==> src/rtl/pipeline_ctrl.sv <==
`default_nettype none
// ============================================================================
// Module   : pipeline_ctrl
// Purpose  : Stall / flush / halt sequencing for a 5-stage pipeline.
//            Define PIPE_PERF_EN to add the stall_cnt / flush_cnt counters.
// Revision : 1.0
// ============================================================================
module pipeline_ctrl (
  input  logic       CLK,
  input  logic       RST,
  input  logic       ihit,
  input  logic       dhit,
  input  logic       idex_dMemREN,
  input  logic [4:0] idex_rt,
  input  logic [4:0] ifid_rs,
  input  logic [4:0] ifid_rt,
  input  logic       ifid_uses_rt,
  input  logic       exmem_dmem_req,
  input  logic       exmem_redirect,
  input  logic       exmem_halt,
  output logic       pc_en,
  output logic       ifid_en,
  output logic       idex_en,
  output logic       exmem_en,
  output logic       memwb_en,
  output logic       ifid_flush,
  output logic       idex_flush,
  output logic       exmem_flush,
  output logic       memwb_flush,
  output logic       halt_out,
  output logic [2:0] state_out
`ifdef PIPE_PERF_EN
  ,
  output logic [31:0] stall_cnt,
  output logic [31:0] flush_cnt
`endif
);

  typedef enum logic [2:0] {
    RUN     = 3'd0,
    LUSTALL = 3'd1,
    DRAIN   = 3'd2,
    HALTED  = 3'd3
  } state_t;

  state_t     state_q, state_d;
  logic [1:0] drain_cnt_q, drain_cnt_d;
  logic       dwait;
  logic       lu_haz;

  assign dwait  = exmem_dmem_req & ~dhit;
  assign lu_haz = idex_dMemREN & (idex_rt != 5'd0) &
                  ((idex_rt == ifid_rs) | (ifid_uses_rt & (idex_rt == ifid_rt)));

  always_comb begin
    pc_en       = 1'b1;
    ifid_en     = 1'b1;
    idex_en     = 1'b1;
    exmem_en    = 1'b1;
    memwb_en    = 1'b1;
    ifid_flush  = 1'b0;
    idex_flush  = 1'b0;
    exmem_flush = 1'b0;
    memwb_flush = 1'b0;
    state_d     = state_q;
    drain_cnt_d = drain_cnt_q;

    if (RST || state_q == HALTED) begin
      pc_en       = 1'b0;
      ifid_en     = 1'b0;
      idex_en     = 1'b0;
      exmem_en    = 1'b0;
      memwb_en    = 1'b0;
      ifid_flush  = 1'b1;
      idex_flush  = 1'b1;
      exmem_flush = 1'b1;
      memwb_flush = 1'b1;
    end else if (dwait) begin
      // Freeze everything upstream; MEM/WB takes a bubble so WB never repeats.
      pc_en       = 1'b0;
      ifid_en     = 1'b0;
      idex_en     = 1'b0;
      exmem_en    = 1'b0;
      memwb_flush = 1'b1;
    end else if (state_q == DRAIN) begin
      pc_en       = 1'b0;
      ifid_flush  = 1'b1;
      idex_flush  = 1'b1;
      exmem_flush = 1'b1;
      drain_cnt_d = drain_cnt_q - 2'd1;
      if (drain_cnt_d == 2'd0) begin
        state_d = HALTED;
      end
    end else if (exmem_halt) begin
      pc_en       = 1'b0;
      ifid_flush  = 1'b1;
      idex_flush  = 1'b1;
      exmem_flush = 1'b1;
      drain_cnt_d = 2'd2;
      state_d     = DRAIN;
    end else if (exmem_redirect) begin
      ifid_flush  = 1'b1;
      idex_flush  = 1'b1;
      exmem_flush = 1'b1;
      state_d     = RUN;
    end else if (lu_haz && state_q == RUN) begin
      // LUSTALL skips this test, so one load inserts at most one bubble.
      pc_en      = 1'b0;
      ifid_en    = 1'b0;
      idex_flush = 1'b1;
      state_d    = LUSTALL;
    end else begin
      if (!ihit) begin
        pc_en      = 1'b0;
        ifid_flush = 1'b1;
      end
      state_d = RUN;
    end
  end

  always_ff @(posedge CLK) begin
    if (RST) begin
      state_q     <= RUN;
      drain_cnt_q <= 2'd0;
    end else begin
      state_q     <= state_d;
      drain_cnt_q <= drain_cnt_d;
    end
  end

  assign state_out = state_q;
  assign halt_out  = ~RST & (state_q == HALTED);

`ifdef PIPE_PERF_EN
  logic [31:0] stall_cnt_q, stall_cnt_d;
  logic [31:0] flush_cnt_q, flush_cnt_d;
  logic        redirect_fire;
  logic        stall_evt;

  assign redirect_fire = (state_q != HALTED) & (state_q != DRAIN) & ~dwait &
                         ~exmem_halt & exmem_redirect;
  assign stall_evt     = ~pc_en & (state_q != HALTED);

  always_comb begin
    stall_cnt_d = stall_cnt_q + {31'd0, stall_evt};
    flush_cnt_d = flush_cnt_q + {31'd0, redirect_fire};
  end

  always_ff @(posedge CLK) begin
    if (RST) begin
      stall_cnt_q <= 32'd0;
      flush_cnt_q <= 32'd0;
    end else begin
      stall_cnt_q <= stall_cnt_d;
      flush_cnt_q <= flush_cnt_d;
    end
  end

  assign stall_cnt = stall_cnt_q;
  assign flush_cnt = flush_cnt_q;
`endif

endmodule
`default_nettype wire

==> config.mk <==
export PLATFORM = sky130hd
export DESIGN_NAME = pipeline_ctrl
export DESIGN_NICKNAME = d
export VERILOG_FILES = /design/src/rtl/pipeline_ctrl.sv
export SDC_FILE = /design/constraint.sdc
export NUM_CORES = 1
export LEC_CHECK = 0
export ABC_AREA = 0
export BUFFER_PORTS_ARGS = -buffer_cell sky130_fd_sc_hd__buf_4
export CORE_AREA = 2 2 39 41
export DETAILED_ROUTE_END_ITERATION = 7
export DIE_AREA = 0 0 41 43
export GPL_ROUTABILITY_DRIVEN = 0
export PLACE_DENSITY = 0.78
export SKIP_CTS_REPAIR_TIMING = 1
export SLEW_MARGIN = 20
export SYNTH_ARGS = -nofsm -noshare
export SYNTH_HDL_FRONTEND = slang
export SYNTH_SLANG_ARGS = --single-unit
export TNS_END_PERCENT = 1
==> constraint.sdc <==
create_clock -name CLK -period 2.67 [get_ports CLK]
set_input_delay 0.6675 -clock CLK [delete_from_list [all_inputs] [get_ports CLK]]
set_output_delay 0.6675 -clock CLK [all_outputs]
set_load 0.03 [all_outputs]
==> implementation parameters <==
Parameter                              Value

Run status
  Result of the run    finished clean

Global route
  Wire length of the first global-routing pass    2.04 mm
  Initial antenna violation count    0
  Global-route total usage across every layer    16.9%
  GRT Residual Overflow    0
  Number of global-route vias before repair    approximately 570
  Maximum number of pins on one net before global-route repair    9

Worst hold path
  Class of the tightest hold or removal check    register to register

Floorplanning
  Die boundary height    43 um
  Number of primary I/O pins    37
  Die Width    between 40 and 50 um
  Initial standard-cell utilization of the core    between 30 and 40%
  Area inside the core boundary    0.00138 sq mm
  Area of the die    0.00176 sq mm
  Placement row count    14

Clock network
  Insertion delay to the later sink of the worst-skew pair    230 ps
  Htree depth    1
  CTS tree    built
  Clock-pin transition on the worst setup and hold timing paths    about 30 ps
  CTS sink count    4
  Number of buffers between clock root and the deepest sink    2
  CTS Root Cell    clkbuf_4
  Clock buffers created by TritonCTS    3

Timing
  Period utilization    a little over nine tenths
  Final number of max-transition violations    0
  Least setup slack across all paths after layout    46.7 ps
  Minimum clock period after layout    2620 ps
  Worst Skew    3.90 ps
  Number of hold violations in the final report    0
  Final TNS setup    0 ps
  Max Fclk    381 MHz
  RSZ-0062 raised after global routing    yes
  Final count of negative-setup-slack endpoints    0

Worst setup path
  Timing startpoint of the critical path    idex_rt[1]
  Cell family with the largest share of critical-path delay    simple AND/OR/NAND/NOR gates
  Element type at the critical path end    output port
  Critical register-to-register path endpoint    drain_cnt_q[0]$_SDFFE_PP0P_
  Arrival time at the worst endpoint    1960 ps
  Number of buffer and inverter instances along the worst setup path    2
  Cell count along the critical path    6
  Maximum net fanout on the critical path    4
  R2R Path Start    state_out[0]$_SDFFE_PP0P_
  Series of cell instances along the critical path    buf_4 -> or4_4 -> o211ai_4 -> nor2_1 -> a21o_1 -> buf_4
  Kind of critical path    input port to output port
  CP endpoint    idex_flush
  Register-to-register setup slack    about 1300 ps
  Data required time of the critical path    2000 ps
  Slowest CP cell    or4_4
  Worst path most repeated cell    buf_4
  R2R depth    5
  Worst stage delay on the critical path    540 ps
  Critical path startpoint category    input port

Finish
  Final Instance Count excl. Fillers    116
  Top library cells by usage in the layout, fill and taps aside    buf_4 (35), xnor2_1 (10), nor2_1 (8), a21oi_1 (7)
  Number of inserted diodes    0
  Register cell area after layout    80.1 sq um
  Area growth from synthesis to layout    61.4%
  Commonest non-fill, non-tap cell in the layout    buf_4
  Filler Cells Inserted    147
  Layout cells sized above 1    44.0%
  Combined area of the multi-input logic cells    about 360 sq um
  Post-layout net count    127
  Post-Layout Inst Area    ~760 sq um

Power and ir drop
  IR drop worst, VDD    0.193 mV
  Pleak    0.354 nW
  Total power of the final layout    approximately 0.27 mW
  Power density cells    350 mW/mm^2

Route
  DRC Markers    0
  Via-to-Cell Ratio    4.84
  1st-iter DRT viols    3
  DRT Wirelength    around 1.3 mm
  Number of search-and-repair iterations in the first detailed-routing pass    2
  Final routed wire length divided by cell count    11.0 um
  Via count    561
  Antenna Nets Post-Route    0

Synthesis
  Ys async rst share    0%
  Syn Nets    89
  Sequential cell area fraction in the yosys report    16.9%
  Largest cells by area after synthesis    xnor2_1 (19%), dfxtp_1 (17%), a21oi_1 (7.4%)
  Post-synth top flop    dfxtp_1
  Unique cell type count in the Yosys netlist    29
  Cell count after synthesis    64
  Warnings from Yosys    0
  Mapped cell area    473 sq um
  Most area-hungry cell type in the Yosys netlist    xnor2_1
  Mean post-synth cell area    approximately 7.4 sq um
  Number of synthesized register bits    4
  EDFF count, synth    0
  Area share of the largest cell type after synthesis    18.5%

Job
  Max-cap violation count    0

Placed design
  Dpl cell area    741 sq um
  Post-DP HPWL    between 1 and 1.5 mm
  Number of buffer cells added on primary ports    35
  Placed instance count    113
  Pre-CTS WS    44.8 ps
-- metrics by stage --
step / utilization [%] / hold WS [ps]
5_1_grt: 55.2 / 540
3_5_place_dp: 53.5 / 499
6_report: 55.2 / 499
2_1_floorplan: - / 461
4_1_cts: 55.2 / 503
3_3_place_gp: 53.5 / 487
-- kinds of logic after synthesis --
group | share of synthesized area (%)
AOI/OAI and AO/OA | 27.0
xor gates and xnor gates | 18.5
adders and majority gates | 2.65
buffers and inverters | 6.35
DFF | 16.9
other | 0.793
and+or+nand+nor | 27.8
-- area by class of cell --
type | count | area share (%)
Multi-Input combinational cell | 54 | 47.5
Timing Repair Buffer | 35 | 34.4
Sequential cell | 4 | 10.5
Clock buffer | 3 | 2.95
Tap cell | 16 | 2.62
Inverter | 4 | 1.97
-- state kept, by name (all words and copies together), names as in the netlist --
| name | cells |
|---|---|
| state_out | 2 |
| drain_cnt_q | 2 |
-- cell usage after synthesis (2+ instances only) --
master    instances
xnor2_1          10
nor2_1            8
a21oi_1           7
dfxtp_1           4
nand2b_1          4
a21o_1            2
buf_4             2
inv_1             2
inv_2             2
nand2_1           2
nor2b_1           2
o21ai_1           2
-- layer usage --
metal	vias up	wire [um]	global-route usage, %
met5	-	0	0
met4	0	0	10.0
met3	0	93	2.62
met2	24	731	29.4
met1	245	450	17.4
li1	292	-	-
-- how the worst min path moves through the flow --
stage                                      startpoint                     endpoint  slack, ps  depth (start not counted)
after global routing      drain_cnt_q[0]$_SDFFE_PP0P_  drain_cnt_q[0]$_SDFFE_PP0P_        540                          2
after global placement    drain_cnt_q[0]$_SDFFE_PP0P_  drain_cnt_q[0]$_SDFFE_PP0P_        490                          2
final                     drain_cnt_q[0]$_SDFFE_PP0P_  drain_cnt_q[0]$_SDFFE_PP0P_        500                          2
after detailed placement  drain_cnt_q[0]$_SDFFE_PP0P_  drain_cnt_q[0]$_SDFFE_PP0P_        500                          2
after floorplan           drain_cnt_q[0]$_SDFFE_PP0P_  drain_cnt_q[0]$_SDFFE_PP0P_        460                          2
after CTS                 drain_cnt_q[0]$_SDFFE_PP0P_  drain_cnt_q[0]$_SDFFE_PP0P_        500                          2
-- worst reg2reg max path: cells and delay by family, from the launching register on --
kind,cells,cell delay (ps)
AO/OA/AOI/OAI,2,370
buffers and inverters,1,80
AND/OR/NAND/NOR,2,460
flip-flops,1,360
-- power breakdown --
part	internal (mW)	switching, mW	leakage, nW
sequential	0.0636	0.00366	0.0328
combinational	0.0608	0.0651	0.307
clock	0.0502	0.0238	0.0138
Note: power is estimated with default switching activity, not from simulation.
